==> config.mk <==
export PLATFORM = sky130hd
export DESIGN_NAME = spi_target_rx
export DESIGN_NICKNAME = d
export VERILOG_FILES = /design/src/rtl/spi_target_rx.sv
export SDC_FILE = /design/constraint.sdc
export NUM_CORES = 1
export LEC_CHECK = 0
export ABC_AREA = 1
export CAP_MARGIN = 20
export CORE_ASPECT_RATIO = 0.6
export CORE_UTILIZATION = 53
export DETAILED_ROUTE_END_ITERATION = 8
export MAX_ROUTING_LAYER = met4
export PLACE_DENSITY = 0.77
export SLEW_MARGIN = 0
export SYNTH_ARGS = -nofsm -noshare
export SYNTH_HDL_FRONTEND = slang
export SYNTH_SLANG_ARGS = --single-unit
==> constraint.sdc <==
create_clock -name CLK_100MHz -period 2.3 [get_ports CLK_100MHz]
set_input_delay 0.46 -clock CLK_100MHz [delete_from_list [all_inputs] [get_ports CLK_100MHz]]
set_output_delay 0.46 -clock CLK_100MHz [all_outputs]
set_load 0.02 [all_outputs]
==> src/rtl/spi_target_rx.sv <==
// spi_target_rx: SPI mode-0 target. All SPI pins are oversampled in the system
// clock domain. Received bytes leave through a valid/ack handshake, and response
// bytes enter through a one-deep transmit buffer.
module spi_target_rx #(
  parameter int         SYNC_STAGES  = 2,
  parameter logic [7:0] TX_IDLE_BYTE = 8'hFF
) (
  input  logic       CLK_100MHz,
  input  logic       reset_n,
  input  logic       SCK,
  input  logic       SDI,
  input  logic       CSX,
  output logic       SDO,
  output logic [7:0] out,
  output logic       out_valid,
  input  logic       out_ack,
  input  logic [7:0] tx_data,
  input  logic       tx_load,
  output logic       tx_ready,
  output logic       overrun,
  output logic       frame_err,
  input  logic       err_clr
);

  localparam logic [1:0] S_DISARMED = 2'd0;
  localparam logic [1:0] S_IDLE     = 2'd1;
  localparam logic [1:0] S_ACTIVE   = 2'd2;

  // Cycles after reset until the history flops hold real pin samples rather
  // than reset values; before that the select line cannot be trusted.
  localparam logic [3:0] FLUSH_CNT = 4'(SYNC_STAGES + 1);

  logic [SYNC_STAGES-1:0] r_sck_sync;
  logic [SYNC_STAGES-1:0] r_sdi_sync;
  logic [SYNC_STAGES-1:0] r_csx_sync;
  logic                   r_sck_hist;
  logic                   r_sdi_hist;
  logic                   r_csx_hist;
  logic                   r_sck_rise;
  logic                   r_sck_fall;
  logic                   r_csx_fall;

  logic [1:0] r_state;
  logic [2:0] r_bit_cnt;
  logic [3:0] r_flush;
  logic       r_sdo;
  logic [7:0] r_rx_shift;
  logic [7:0] r_tx_shift;
  logic [7:0] r_out;
  logic       r_out_valid;
  logic       r_overrun;
  logic       r_frame_err;
  logic       r_tx_full;
  logic [7:0] r_tx_buf;

  logic       w_sck_s;
  logic       w_sdi_s;
  logic       w_csx_s;
  logic       w_csx_hi;
  logic [7:0] w_buf_byte;
  logic       w_start;
  logic       w_end;
  logic       w_shift;
  logic       w_done;
  logic       w_fall;
  logic       w_take;
  logic [7:0] w_rx_next;

  assign w_sck_s    = r_sck_sync[SYNC_STAGES-1];
  assign w_sdi_s    = r_sdi_sync[SYNC_STAGES-1];
  assign w_csx_s    = r_csx_sync[SYNC_STAGES-1];
  assign w_csx_hi   = r_csx_hist;
  assign w_buf_byte = r_tx_full ? r_tx_buf : TX_IDLE_BYTE;
  assign w_start    = (r_state == S_IDLE) && r_csx_fall;
  assign w_end      = (r_state == S_ACTIVE) && w_csx_hi;
  assign w_shift    = (r_state == S_ACTIVE) && !w_csx_hi && r_sck_rise;
  assign w_done     = w_shift && (r_bit_cnt == 3'd7);
  assign w_fall     = (r_state == S_ACTIVE) && !w_csx_hi && r_sck_fall;
  assign w_take     = w_start || w_done;
  // SDI history is aligned with the cycle on which the SCK rise strobe is seen.
  assign w_rx_next  = {r_rx_shift[6:0], r_sdi_hist};

  assign SDO       = r_sdo;
  assign out       = r_out;
  assign out_valid = r_out_valid;
  assign tx_ready  = ~r_tx_full;
  assign overrun   = r_overrun;
  assign frame_err = r_frame_err;

  // Synchronizer chains and history flops for the asynchronous pins.
  always_ff @(posedge CLK_100MHz) begin
    if (!reset_n) begin
      r_sck_sync <= '0;
      r_sdi_sync <= '0;
      r_csx_sync <= '1;
      r_sck_hist <= 1'b0;
      r_sdi_hist <= 1'b0;
      r_csx_hist <= 1'b1;
    end else begin
      r_sck_sync <= {r_sck_sync[SYNC_STAGES-2:0], SCK};
      r_sdi_sync <= {r_sdi_sync[SYNC_STAGES-2:0], SDI};
      r_csx_sync <= {r_csx_sync[SYNC_STAGES-2:0], CSX};
      r_sck_hist <= w_sck_s;
      r_sdi_hist <= w_sdi_s;
      r_csx_hist <= w_csx_s;
    end
  end

  // Registered single-cycle edge strobes.
  always_ff @(posedge CLK_100MHz) begin
    if (!reset_n) begin
      r_sck_rise <= 1'b0;
      r_sck_fall <= 1'b0;
      r_csx_fall <= 1'b0;
    end else begin
      r_sck_rise <= w_sck_s & ~r_sck_hist;
      r_sck_fall <= ~w_sck_s & r_sck_hist;
      r_csx_fall <= ~w_csx_s & r_csx_hist;
    end
  end

  // Frame state machine, bit counter and SDO driver.
  always_ff @(posedge CLK_100MHz) begin
    if (!reset_n) begin
      r_state   <= S_DISARMED;
      r_bit_cnt <= 3'd0;
      r_flush   <= 4'd0;
      r_sdo     <= 1'b1;
    end else begin
      if (r_flush != FLUSH_CNT) r_flush <= r_flush + 4'd1;
      case (r_state)
        S_DISARMED: begin
          r_sdo <= 1'b1;
          if ((r_flush == FLUSH_CNT) && w_csx_hi) r_state <= S_IDLE;
        end
        S_IDLE: begin
          if (w_start) begin
            r_bit_cnt <= 3'd0;
            r_sdo     <= w_buf_byte[7];
            r_state   <= S_ACTIVE;
          end
        end
        S_ACTIVE: begin
          if (w_end) begin
            r_bit_cnt <= 3'd0;
            r_sdo     <= 1'b1;
            r_state   <= S_IDLE;
          end else if (w_shift) begin
            r_bit_cnt <= r_bit_cnt + 3'd1;
          end else if (w_fall) begin
            r_sdo <= r_tx_shift[3'd7 - r_bit_cnt];
          end
        end
        default: begin
          r_state   <= S_DISARMED;
          r_bit_cnt <= 3'd0;
          r_sdo     <= 1'b1;
        end
      endcase
    end
  end

  // Receive and transmit shift registers (data only, flushed by bit_cnt).
  always_ff @(posedge CLK_100MHz) begin
    if (w_shift) r_rx_shift <= w_rx_next;
    if (w_take)  r_tx_shift <= w_buf_byte;
  end

  // Receive handshake and overrun detection.
  always_ff @(posedge CLK_100MHz) begin
    if (!reset_n) begin
      r_out       <= 8'h00;
      r_out_valid <= 1'b0;
      r_overrun   <= 1'b0;
    end else begin
      if (w_done && (!r_out_valid || out_ack)) begin
        r_out       <= w_rx_next;
        r_out_valid <= 1'b1;
      end else if (out_ack) begin
        r_out_valid <= 1'b0;
      end
      if (w_done && r_out_valid && !out_ack) r_overrun <= 1'b1;
      else if (err_clr)                      r_overrun <= 1'b0;
    end
  end

  // Sticky framing error: select released with a partial byte shifted in.
  always_ff @(posedge CLK_100MHz) begin
    if (!reset_n) begin
      r_frame_err <= 1'b0;
    end else if (w_end && (r_bit_cnt != 3'd0)) begin
      r_frame_err <= 1'b1;
    end else if (err_clr) begin
      r_frame_err <= 1'b0;
    end
  end

  // One-deep transmit buffer occupancy; consumption happens before a same-cycle load.
  always_ff @(posedge CLK_100MHz) begin
    if (!reset_n) begin
      r_tx_full <= 1'b0;
    end else if (w_take) begin
      r_tx_full <= tx_load;
    end else if (tx_load) begin
      r_tx_full <= 1'b1;
    end
  end

  // Transmit buffer contents.
  always_ff @(posedge CLK_100MHz) begin
    if (tx_load && (!r_tx_full || w_take)) r_tx_buf <= tx_data;
  end

endmodule

Word level (Yosys, flattened, before mapping):

Index checks and enable logic that the tools add are counted.

* register bits: 57
* output and inout bits: 13
* word-level logic and storage cells: 96

* order comparisons: 1
* bitwise logic cells: 8
* multiplexer cells: 23
* add/sub/neg operators: 3
* reductions and logical operators: 28
* equal/unequal tests: 11

Operators by type and width (number)
* 1-bit logical AND: 12
* 1-bit two-way mux: 12
* 3-bit two-way mux: 3
* 3-bit inequality test, second input constant: 3
* 3-bit case mux with 3 select lines: 1
* 3-bit AND reduction: 3
* 8-bit two-way mux: 1
* 2-bit nonzero test: 4
* 2-bit two-way mux: 3
* 2-bit inequality test, second input constant: 3
* 2-bit case mux with 3 select lines: 1
* 1-bit NOT: 5
* 4-bit by 1-bit adder with 4-bit output, second input constant: 1
* 4-bit by 2-bit == test with 1-bit output, second input constant: 1
* 1-bit zero test: 4
* 3-bit by 4-bit < comparator with 1-bit output, second input constant: 1
* 4-bit by 2-bit inequality test with 1-bit output, second input constant: 1
* 3-bit by 1-bit adder with 3-bit output, second input constant: 1
* 1-bit bitwise AND: 3
* 1-bit binary-select mux with 3-bit select: 1
* 3-bit == test, second input constant: 1
* 1-bit logical OR: 3
* 3-bit nonzero test: 1
* 3-bit subtractor, first input constant: 1
* 4 further kinds: 4

Logic depth before layout (Yosys ltp):

* depth after elaboration: 7
* gate-level depth with buffers: 9
* mapped depth without buffers: 9

Least setup slack after synthesis:

No wires, ideal clock.

* path type: reg-to-reg
* start point: reg r_state[0]
* end point: reg r_tx_buf[0], enable pin
* buffers on the path: 0
* stages on the path, launching flop included: 10
* library setup time: 0.324 ns
* required time: 1.976 ns
* setup slack: 0.403 ns
* data arrival time: 1.573 ns
* period minus slack after synthesis: 1.897 ns
* cell sequence: dfxtp_1 -> inv_1 -> ha_1 -> nand2_2 -> nor2_4 -> nand2_4 -> o21ai_2 -> or2_1 -> nand2_1 -> inv_1

* longest elaborated chain between the ends: 7

Ends and longest elaborated chain
* start, declared: RTL line 43 `logic [1:0] r_state;`
* start signal, assigned: RTL line 125 `r_state <= S_DISARMED;`
* start signal, assigned: RTL line 134 `if ((r_flush == FLUSH_CNT) && w_csx_hi) r_state <= S_IDLE;`
* start signal, assigned: RTL line 140 `r_state <= S_ACTIVE;`
* 2-bit == test: RTL line 76 `assign w_shift = (r_state == S_ACTIVE) && !w_csx_hi && r_sck_rise;`
* 1-bit logical AND (2 in a row): RTL line 76
* via w_shift: RTL line 63 `logic w_shift;`
* 1-bit logical AND: RTL line 77 `assign w_done = w_shift && (r_bit_cnt == 3'd7);`
* 1-bit logical OR: RTL line 79 `assign w_take = w_start || w_done;`
* via w_take: RTL line 66 `logic w_take;`
* 1-bit logical OR: RTL line 211 `if (tx_load && (!r_tx_full || w_take)) r_tx_buf <= tx_data;`
* 1-bit logical AND: RTL line 211
* end signal, assigned: RTL line 211
* end, declared: RTL line 54 `logic [7:0] r_tx_buf;`

The timed path passes the listed nets, and every way through them passes these cells.
A chain may end at the register's enable or synchronous reset.

Final worst setup path:

* start point: reg r_state[0]
* end point: reg r_tx_buf[7], enable pin

The elaborated chain is that of the path after synthesis.

==> flow_metrics.tcl <==
set metrics [dict create \
    status "finished clean" \
    drt_iter0_markers 67 \
    cp_max_fo 9 \
    synth-main-ff-cell "dfxtp_1" \
    synth_edf_count 23 \
    rrSetupSlack_ps 280 \
    fmax_ghz 0.495 \
    layout_min_cycle_time_ps 2020 \
    power_density_nw_per_um2 834 \
    async_reset_ff_share_pct 0 \
    syn_area_per_cell_um2 9.88 \
    final_max_slew_viol_count 0 \
    cts_tree "built" \
    dr.pass1.iters 4 \
    worstPathRequired_ps 2300 \
    cts_setup_buffers 0 \
    crit_arrival_ps 2020 \
    synth_cell_types 27 \
    synth-compound-area-share_pct 6.61 \
    r2r_start "r_state[0]" \
    power_leakage_nw 1.21 \
    die_h_um 52.1 \
    hold_end "r_sdi_hist" \
    io_buffer_count 28 \
    grt.total_usage_pct 21.0 \
    nets 287 \
    critPathCaptureType "register" \
    rows 17 \
    synth_area_um2 2210 \
    ys_seq_elements 57 \
    core_area_um2 3830 \
    wl_per_cell_um 12.0 \
    grt_max_degree 19 \
    finalHoldViolCount 0 \
    cts_buffers 9 \
    fin_area_um2 2760 \
    finalSetupTns_ps 0 \
    synth_cells 224 \
    seq_area_um2 1370 \
    root_buffer "clkbuf_8" \
    max_slew.worst_pin.slew_ps 445 \
    cap_violations 0 \
    placed_area_um2 2560 \
    clock-sinks 57 \
    vias 1515 \
    multi_input_area_um2 688 \
    io_pins 29 \
    slew_headroom_pct 70.3 \
    synth_seq_area_share_pct 62.0 \
    cts_max_level 3 \
    synth-simple-area-share_pct 19.2 \
    vias_per_cell 4.81 \
    synth_top_area_share_pct 31.2 \
    critPathKind "reg2reg" \
    r2r_cells 9 \
    antennaDiodeCount 0 \
    synth_top_area_cell "edfxtp_1" \
    p_total_mw 2.30 \
    dp_hpwl_mm 2.70 \
    min_path_type "reg2reg" \
    synth-xor-area-share_pct 0.791 \
    clock_latency_ps 320 \
    grt-ovfl-total 0 \
    ys_warn_count 0 \
    clk_pin_slew_ps 60 \
    gp_congestion 0.878 \
    dieWidth_um 85.4 \
    synth_top_family_by_area "simple AND/OR/NAND/NOR gates" \
    antenna_found_initial 0 \
    period_share_pct 87.8 \
    synth_nets 248 \
    drt-total-wl_mm 3.77 \
    ir_worst_vdd_uv 515 \
    start_kind "register" \
    hold_buffers 0 \
    min-delay-start "r_sdi_sync[1]" \
    die_area_um2 4450 \
    grt_first_pass_wirelength_mm 6.37 \
    layout-drive-gt1-share_pct 13.8 \
    hold_depth 2 \
    cts_buffer_depth 2 \
    num-fill-cells 290 \
    initial_core_util_pct 57.8 \
    cts_resized 0 \
    synth_mux_area_share_pct 0 \
    synth.area.top_cells "edfxtp_1 (31%), dfxtp_1 (31%), nor2_1 (6.3%)" \
    r2r_end "r_tx_buf[7]" \
    finClkSkew_ps 8.16 \
    finalSetupViolCount 0 \
    grt_setup_unrepaired "false" \
    grt_pass1_vias 1449 \
    drc 0 \
    synth_fa_ha_area_share_pct 4.52 \
    area_growth_pct 24.6 \
    ant_nets 0 \
]
[critical path, cell delays in order, from the launching register on]
cell     delay [ps]
dfxtp_1         330
inv_1           100
ha_1            260
nand2_2         110
nor2_4          120
nand2_4          90
o21ai_2         190
or2_1           200
nand2_1          60
inv_1           230
[final cells by class]
type	instances	area share [%]
inverters	37	5.03
clock buffers	13	5.76
multi-input cells	127	24.9
repair buffers	31	11.0
flip-flops and latches	57	49.7
well taps	47	2.13
clock inverters	3	1.45
[layer usage]
metal	vias to the layer above	wire, um	global-route usage, %
li1	785	-	-
met5	-	0	-
met3	5	129	7.62
met4	0	46	10.8
met2	32	1700	32.7
met1	693	1890	24.5
[cells in the mapped netlist (all sizes together) (2+ instances only)]
cell type / instances
a21oi: 9
a22oi: 2
buf: 3
dfxtp: 34
edfxtp: 23
ha: 8
inv: 37
nand2: 28
nand3: 9
nor2: 39
o21ai: 13
or2: 12
[metrics by stage]
stage | cells | hold WS [ps] | utilization (%) | setup slack (ps)
floorplan | 224 | 389 | - | 403
global placement | 299 | 391 | 66.9 | 373
detailed placement | 299 | 399 | 66.9 | 287
CTS | 315 | 415 | 72.1 | 257
global route | 315 | 425 | 72.1 | 78.5
finish | 315 | 412 | 72.1 | 280
[state kept, by name (all words and copies together), names as in the netlist, 2 cells and up]
name	count
out	8
r_tx_buf	8
r_tx_shift	8
r_rx_shift	7
r_flush	4
r_bit_cnt	3
r_csx_sync	2
r_sck_sync	2
r_sdi_sync	2
r_state	2
[kinds of logic after synthesis]
group                    count (synthesis)
adder cells (fa/ha/maj)                  8
XOR/XNOR                                 2
AO/OA/AOI/OAI                           26
flip-flops                              57
AND/OR/NAND/NOR                         91
buffers and inverters                   40
[placed cells by master (no fill, tap or decap), types with 2 or more instances in the layout]
master           instances
nand2_1                 26
a21oi_1                  8
dfxtp_1                 34
or2_2                   11
nand3_1                  9
ha_1                     8
inv_1                   34
a22oi_1                  2
clkdlybuf4s50_1         28
o21ai_0                 12
inv_2                    3
buf_4                    3
clkbuf_8                11
edfxtp_1                23
nor2_1                  37
clkinv_2                 2
clkbuf_1                 2
[how the worst max path moves through the flow]
stage | start | endpoint | slack [ps] | cells after the start
3_3_place_gp | r_state[0] | r_tx_buf[1] | 370 | 9
2_1_floorplan | r_state[0] | r_tx_buf[0] | 400 | 9
3_5_place_dp | r_state[0] | r_tx_buf[7] | 290 | 9
4_1_cts | r_state[0] | r_tx_buf[7] | 260 | 9
5_1_grt | r_state[0] | r_tx_buf[6] | 80 | 9
6_report | r_state[0] | r_tx_buf[7] | 280 | 9
[power breakdown]
group	switching (mW)	total, mW	internal [mW]
clock	0.356	0.912	0.556
combinational	0.155	0.269	0.113
sequential	0.0254	1.12	1.10
total	0.537	2.30	1.77
Power figures use the tool's default switching activity.
==> RTL edit (same settings) <==
Set the parameter `SYNC_STAGES` to 4 (it was 2).
--- a/src/rtl/spi_target_rx.sv
+++ b/src/rtl/spi_target_rx.sv
@@ -2,7 +2,7 @@
 // clock domain. Received bytes leave through a valid/ack handshake, and response
 // bytes enter through a one-deep transmit buffer.
 module spi_target_rx #(
-  parameter int         SYNC_STAGES  = 2,
+  parameter int         SYNC_STAGES  = 4,
   parameter logic [7:0] TX_IDLE_BYTE = 8'hFF
 ) (
   input  logic       CLK_100MHz,
Formal check against the unedited RTL: not equivalent (a bounded check fails within 10 cycles, from zero or initial values and one cycle with reset_n low).
==> RTL edit against the original RTL <==
Hold slack worse by 2.4 ps; cell area rose by 6.7%; area after synthesis rose by 7.8%; critical path depth shrank 7; total power decreased by 0.31%; die area rose by 7.6%; clock skew is 0.93 ps lower; routed wire length is 8.0% higher; sequential share of layout area rose by 0.97 points; final cell count grew 9.2%; worst setup slack better by 130 ps; combinational power down 27%; sequential cell count increased by 6; largest power group unchanged.
==> RTL edit: results (changes against the original RTL) <==
* Syn nets at 265 (+6.9%)
* Vias at 1604 (+5.9%)
* CP max stage cell: clkdlybuf4s50_1
* GPL Wtd Cong at 0.807 (-8.1%)
* Pins Over Slew Limit at 0 (unchanged)
* DR iter-0 viols at 62 (-7.5%)
* HPWL Detailed at 2910 um (+7.4%)
* First-pass iteration count of the detailed router at 5 (+1)
* FF-to-FF setup slack at 480 ps (+200 ps)
* Top-area cell type share of the netlist area at 33.6% (+2.4 points)
* Worst path max stage delay at 640 ps (+310 ps)
* Vias in the first global route at 1435 (-0.97%)
* Layout cells sized above 1 at 13.7% (-0.074 points)
* Fillers at 335 (+16%)
* Global-route wire length before repair at 6710 um (+5.4%)
* VDD IR max at 0.512 mV (-0.77%)
* Avg WL per Cell at 11.8 um (-1.1%)
* LEAKAGE at 1.30 nW (+7.3%)
* Outcome: finished, final reports clean
* Worst Skew at 7.23 ps (-0.934 ps)
* CP Launch Point: r_tx_full
* Total GRT Usage at 21.3% (+0.33 points)
* Nets at 304 (+5.9%)
* Hold Startpoint: r_sdi_sync[0]
* Largest net degree at the start of global routing at 24 (+5)
* CP top delay family: buffers and inverters
* CP max FO at 10 (+1)
* Top cells by count, synth: dfxtp_1 (40), inv_1 (37), nor2_1 (34), nand2_1 (32), edfxtp_1 (23)
* Sequential fraction of the synthesis area at 62.5% (+0.55 points)
* Worst Tran Pin Value at 464 ps (+19.1 ps)
## RTL edit: changes by cell type in the layout (fill, tap and decap cells not counted), moves of 3 or more
cell	before	now
dfxtp_1	34	40
nand2_1	26	32
a21oi_1	8	11
inv_1	34	37
nor2_1	37	34
## RTL edit: cell type report
class                   count  area share, %
clock buffers              16           6.46
inverters                  39           4.97
multi-input cells         135           25.0
flip-flops and latches     63           50.7
well taps                  60           2.55
repair buffers             31           10.3
## RTL edit: final timing paths
check / endpoint / cells after the start
worst max-delay path: tx_ready / 2
worst min-delay path: r_sdi_sync[1] / 2
worst min register to register: r_sdi_sync[1] / 2
worst max register to register: r_tx_buf[7] / 9
## RTL edit: per-stage QoR
stage | worst slack, ps | cell area (um^2) | total power, mW | hold slack (ps) | cells
after floorplan | 401 | 2390 | 1.36 | 389 | 240
after global placement | 550 | 2750 | 1.42 | 392 | 328
after detailed placement | 500 | 2750 | 1.43 | 395 | 328
after CTS | 386 | 2940 | 2.31 | 408 | 344
after global routing | 311 | 2940 | 2.40 | 422 | 344
final | 409 | 2940 | 2.30 | 409 | 344
## RTL edit: layer usage
metal | global-route usage (%) | vias up | part of all wire, %
met3 | 11.0 | 2 | 6.3
met4 | 7.26 | 0 | 0.29
met1 | 28.2 | 717 | 53
met2 | 27.6 | 49 | 40
li1 | - | 836 | -
met5 | - | - | 0
## RTL edit: kinds of logic after synthesis
family          synth area share, %
flops                          62.5
compound gates                 6.55
simple gates                   19.2
buf+inv                        6.61
fa+ha+maj                      4.72
xor+xnor                      0.367
## RTL edit: report_power, final
| group | internal [mW] | switching, mW | total (mW) |
|---|---|---|---|
| Combinational | 0.0870 | 0.110 | 0.197 |
| Sequential | 1.19 | 0.0212 | 1.21 |
| Clock | 0.511 | 0.376 | 0.887 |
| Total | 1.79 | 0.507 | 2.30 |
